--- src/rtl/regfile_2r1w.sv ---
// Two-read, one-write register file with registered read ports and write-first bypass.
// Entry 0 can be hardwired to zero through ZERO_REG.
module regfile_2r1w #(
  parameter int DATA_WIDTH = 8,
  parameter int ADDR_WIDTH = 3,
  parameter int ZERO_REG   = 0
) (
  input  logic                  clk,
  input  logic                  reset,
  input  logic                  we,
  input  logic [ADDR_WIDTH-1:0] waddr,
  input  logic [DATA_WIDTH-1:0] wdata,
  input  logic                  re1,
  input  logic [ADDR_WIDTH-1:0] raddr1,
  output logic [DATA_WIDTH-1:0] rdata1,
  output logic                  rvalid1,
  input  logic                  re2,
  input  logic [ADDR_WIDTH-1:0] raddr2,
  output logic [DATA_WIDTH-1:0] rdata2,
  output logic                  rvalid2
);

  localparam int DEPTH = 1 << ADDR_WIDTH;

  logic [DATA_WIDTH-1:0] mem [DEPTH];
  logic                  wr_ok;
  logic [DATA_WIDTH-1:0] rd1_p0, rd2_p0;
  logic [DATA_WIDTH-1:0] rd1_p1, rd2_p1;
  logic                  vld1_p1, vld2_p1;

  // A write to the hardwired zero entry is dropped, so entry 0 stays at its reset value.
  assign wr_ok = we && !(ZERO_REG != 0 && waddr == '0);

  always_ff @(posedge clk) begin
    if (reset) begin
      for (int i = 0; i < DEPTH; i++) mem[i] <= '0;
    end else if (wr_ok) begin
      mem[waddr] <= wdata;
    end
  end

  // Stage p0: array lookup, with the same-edge write forwarded ahead of the stored entry.
  always_comb begin
    rd1_p0 = mem[raddr1];
    if (wr_ok && waddr == raddr1) rd1_p0 = wdata;
    if (ZERO_REG != 0 && raddr1 == '0) rd1_p0 = '0;
    rd2_p0 = mem[raddr2];
    if (wr_ok && waddr == raddr2) rd2_p0 = wdata;
    if (ZERO_REG != 0 && raddr2 == '0) rd2_p0 = '0;
  end

  // Stage p1: registered outputs; data is forced to zero whenever its port was not enabled.
  always_ff @(posedge clk) begin
    if (reset) begin
      rd1_p1  <= '0;
      rd2_p1  <= '0;
      vld1_p1 <= 1'b0;
      vld2_p1 <= 1'b0;
    end else begin
      rd1_p1  <= re1 ? rd1_p0 : '0;
      rd2_p1  <= re2 ? rd2_p0 : '0;
      vld1_p1 <= re1;
      vld2_p1 <= re2;
    end
  end

  assign rdata1  = rd1_p1;
  assign rdata2  = rd2_p1;
  assign rvalid1 = vld1_p1;
  assign rvalid2 = vld2_p1;

endmodule

--- config.mk ---
export PLATFORM = sky130hd
export DESIGN_NAME = regfile_2r1w
export DESIGN_NICKNAME = d
export VERILOG_FILES = /design/src/rtl/regfile_2r1w.sv
export SDC_FILE = /design/constraint.sdc
export NUM_CORES = 1
export LEC_CHECK = 0
export CORE_MARGIN = 2
export CORE_UTILIZATION = 45
export DETAILED_ROUTE_END_ITERATION = 12
export PLACE_DENSITY_LB_ADDON = 0.15
export SYNTH_ARGS = -nofsm -noshare
export SYNTH_HDL_FRONTEND = slang
export SYNTH_SLANG_ARGS = --single-unit
--- constraint.sdc ---
create_clock -name clk -period 4.1 [get_ports clk]
set_input_delay 0.41 -clock clk [delete_from_list [all_inputs] [get_ports clk]]
set_output_delay 0.41 -clock clk [all_outputs]
set_load 0.02 [all_outputs]
==> impl_metrics.py <==
metrics = {
    "setup_path": {
        "cp_data_arrival_time_ps": 2440,
        "crit_required_ps": 4320,
        "critPathLaunchType": "primary input",
        "critPathMaxStageDelay_ps": 910,
        "cp_slowest_cell": "clkdlybuf4s50_1",
        "critical_path.cell_chain": "clkdlybuf4s50_1 > xnor2_1 > nand4_1 > o21ai_0 > a21oi_1",
        "criticalPathCategory": "in -> reg",
        "cp-end-kind": "register",
        "crit_fanout": 16,
    },
    "place": {
        "dp_hpwl_um": 6370,
        "place_ws_ps": 1500,
        "portBuffers": 39,
        "gp_congestion": 0.870,
    },
    "logic_synthesis": {
        "synth_warnings": 0,
        "synthCells": 275,
        "syn_nets": 297,
        "synth_seq_area_share": 0.557,
        "postSynthAreaPerCell_sq_um": 14.9,
        "syn_area_sq_um": 4100,
        "yosys_register_bits": 82,
        "ys_types": 23,
    },
    "clock_network": {
        "cts_resized": 0,
        "htree_num_levels": 3,
        "clock_latency_ps": 350,
        "clkTransAtPathRegs_ps": 90,
        "cts_setup_buffers": 0,
        "cts_tree": "yes",
        "clkSinkCount": 82,
        "clock_path_buffers": 2,
        "root_buffer": "clkbuf_8",
        "cts_made_buffers": 9,
        "cts_hold_buf": 0,
    },
    "timing": {
        "max_slew_margin": 0.539,
        "max_freq_ghz": 0.450,
        "period_share": 0.541,
        "skew_ps": 8.76,
        "fin_ws_ps": 1880,
        "rsz0062_at_grt": "false",
        "final_max_slew_viol_count": 0,
        "tightest_slew_ps": 689,
        "finalHoldViolCount": 0,
        "finalCriticalPeriod_ps": 2220,
        "setup_viol": 0,
        "setup_tns_ps": 0,
    },
    "status": {
        "status": "complete, no violations",
    },
    "detailed_routing": {
        "wirelength_um": 8200,
        "drc": 0,
        "dr.pass1.iters": 4,
        "wl_per_cell_um": 19.1,
        "vias": 2324,
        "ant_nets": 0,
        "vias_per_cell": 5.43,
        "drtIter0Drc": 100,
    },
    "grt": {
        "grt_antenna_before_repair": 0,
        "grt_max_degree": 18,
        "grt_pass1_wl_um": 12800,
        "grt-ovfl-total": 0,
        "track_usage": 0.174,
        "grt_pass1_vias": 2304,
    },
    "power_and_ir_drop": {
        "ir_drop_uv": 135,
        "swShare": 0.251,
        "pwr-share-clk": 0.340,
        "p_per_area_nw_per_um2": 382,
        "p_int_uw": 1360,
        "p_seq_frac": 0.538,
        "power_switching_uw": 455,
        "comb_power_share": 0.122,
        "p_leak_uw": 0.00170,
        "design_power_total_uw": 1810,
    },
    "die": {
        "initial_core_util": 0.468,
        "die-width_um": 99.5,
        "dieArea_sq_um": 9890,
        "coreArea_sq_um": 8760,
        "fp.dieH_um": 99.5,
        "top_level_ports": 40,
        "rows": 34,
    },
    "min_path": {
        "holdCritPathClass": "in -> reg",
    },
    "flow_run": {
        "drv_cap": 0,
    },
    "layout": {
        "num_antenna_cells": 0,
        "utilization": 0.541,
        "drive_gt1_frac": 0.156,
        "nets": 337,
        "areaGrowthSynthToFinish_pct": 15.7,
        "mostFrequentLayoutCells": "and2_1, edfxtp_1, clkdlybuf4s50_1",
    },
}
metrics by stage:
stage,cell area [sq um],std cells,hold WS [ps]
3_5_place_dp,4540,412,779
3_3_place_gp,4540,412,755
2_1_floorplan,4100,275,600
6_report,4740,428,730
5_1_grt,4740,428,749
4_1_cts,4740,428,730
cell usage after synthesis:
cell type	number	area share
nor3_2	1	0.0024
buf_2	7	0.0085
mux4_2	20	0.11
clkbuf_1	1	0.00091
inv_1	2	0.0018
nor2b_2	1	0.0021
xnor2_1	6	0.013
mux2i_1	16	0.039
or2_2	8	0.012
mux4_1	12	0.077
and2_1	64	0.098
buf_4	3	0.0055
nor3_1	1	0.0012
nand4_1	2	0.0031
o21ai_0	16	0.020
buf_12	2	0.0098
a21oi_1	16	0.020
nand2_1	2	0.0018
dfxtp_1	18	0.088
edfxtp_1	64	0.47
buf_6	2	0.0055
nor2_1	6	0.0055
nand2b_1	5	0.0076
registers in the layout, summed over array words and instances, names as in the netlist:
register,count
rvalid2,1
rdata1,8
mem,64
rdata2,8
rvalid1,1
worst paths after layout:
kind | from | endpoint | slack [ps] | cells after the start
setup / recovery | raddr1[1] | rdata1[7] | 1880 | 5
hold / removal | re2 | rvalid2 | 730 | 3
setup reg to reg | mem[3][6] | rdata2[6] | 2730 | 3
hold reg to reg | mem[1][1] | rdata1[1] | 800 | 3
logic make-up (layout without fill, tap and decap cells):
family	count (synthesis)	after routing	synth area share
AND/OR/NAND/NOR	90	90	0.134
flip-flops	82	82	0.557
multiplexers	48	48	0.226
AO/OA/AOI/OAI	32	32	0.0391
buffers and inverters	17	62	0.0320
XOR/XNOR	6	6	0.0128
critical path, delay by kind of cell:
family / cells / cell delay [ps]
and+or+nand+nor: 1 / 490
buffers and inverters: 1 / 910
AOI/OAI and AO/OA: 2 / 430
xor gates and xnor gates: 1 / 190
power groups by stage:
stage	clock [uW]	sequential, uW	combinational (uW)
after floorplan	0	993	139
after global placement	0	993	220
after detailed placement	0	995	223
after CTS	627	976	224
after global routing	660	981	240
final	617	976	221
cell type report:
cell class / count / area (sq um)
fill: 736 / 4020
sequential: 82 / 2280
multi-input combinational: 176 / 1690
timing repair buffer: 44 / 428
tap: 108 / 135
clock buffer: 9 / 124
clock inverter: 7 / 80.1
inverter: 2 / 7.51
routing by layer:
| layer | track usage | vias to the layer above | share of wire |
|---|---|---|---|
| met4 | 0.0643 | 0 | 0.015 |
| li1 | - | 1129 | - |
| met2 | 0.256 | 73 | 0.45 |
| met3 | 0.0330 | 10 | 0.051 |
| met1 | 0.261 | 1112 | 0.48 |
| met5 | 0 | - | 0 |
Note: power is estimated with default switching activity, not from simulation.
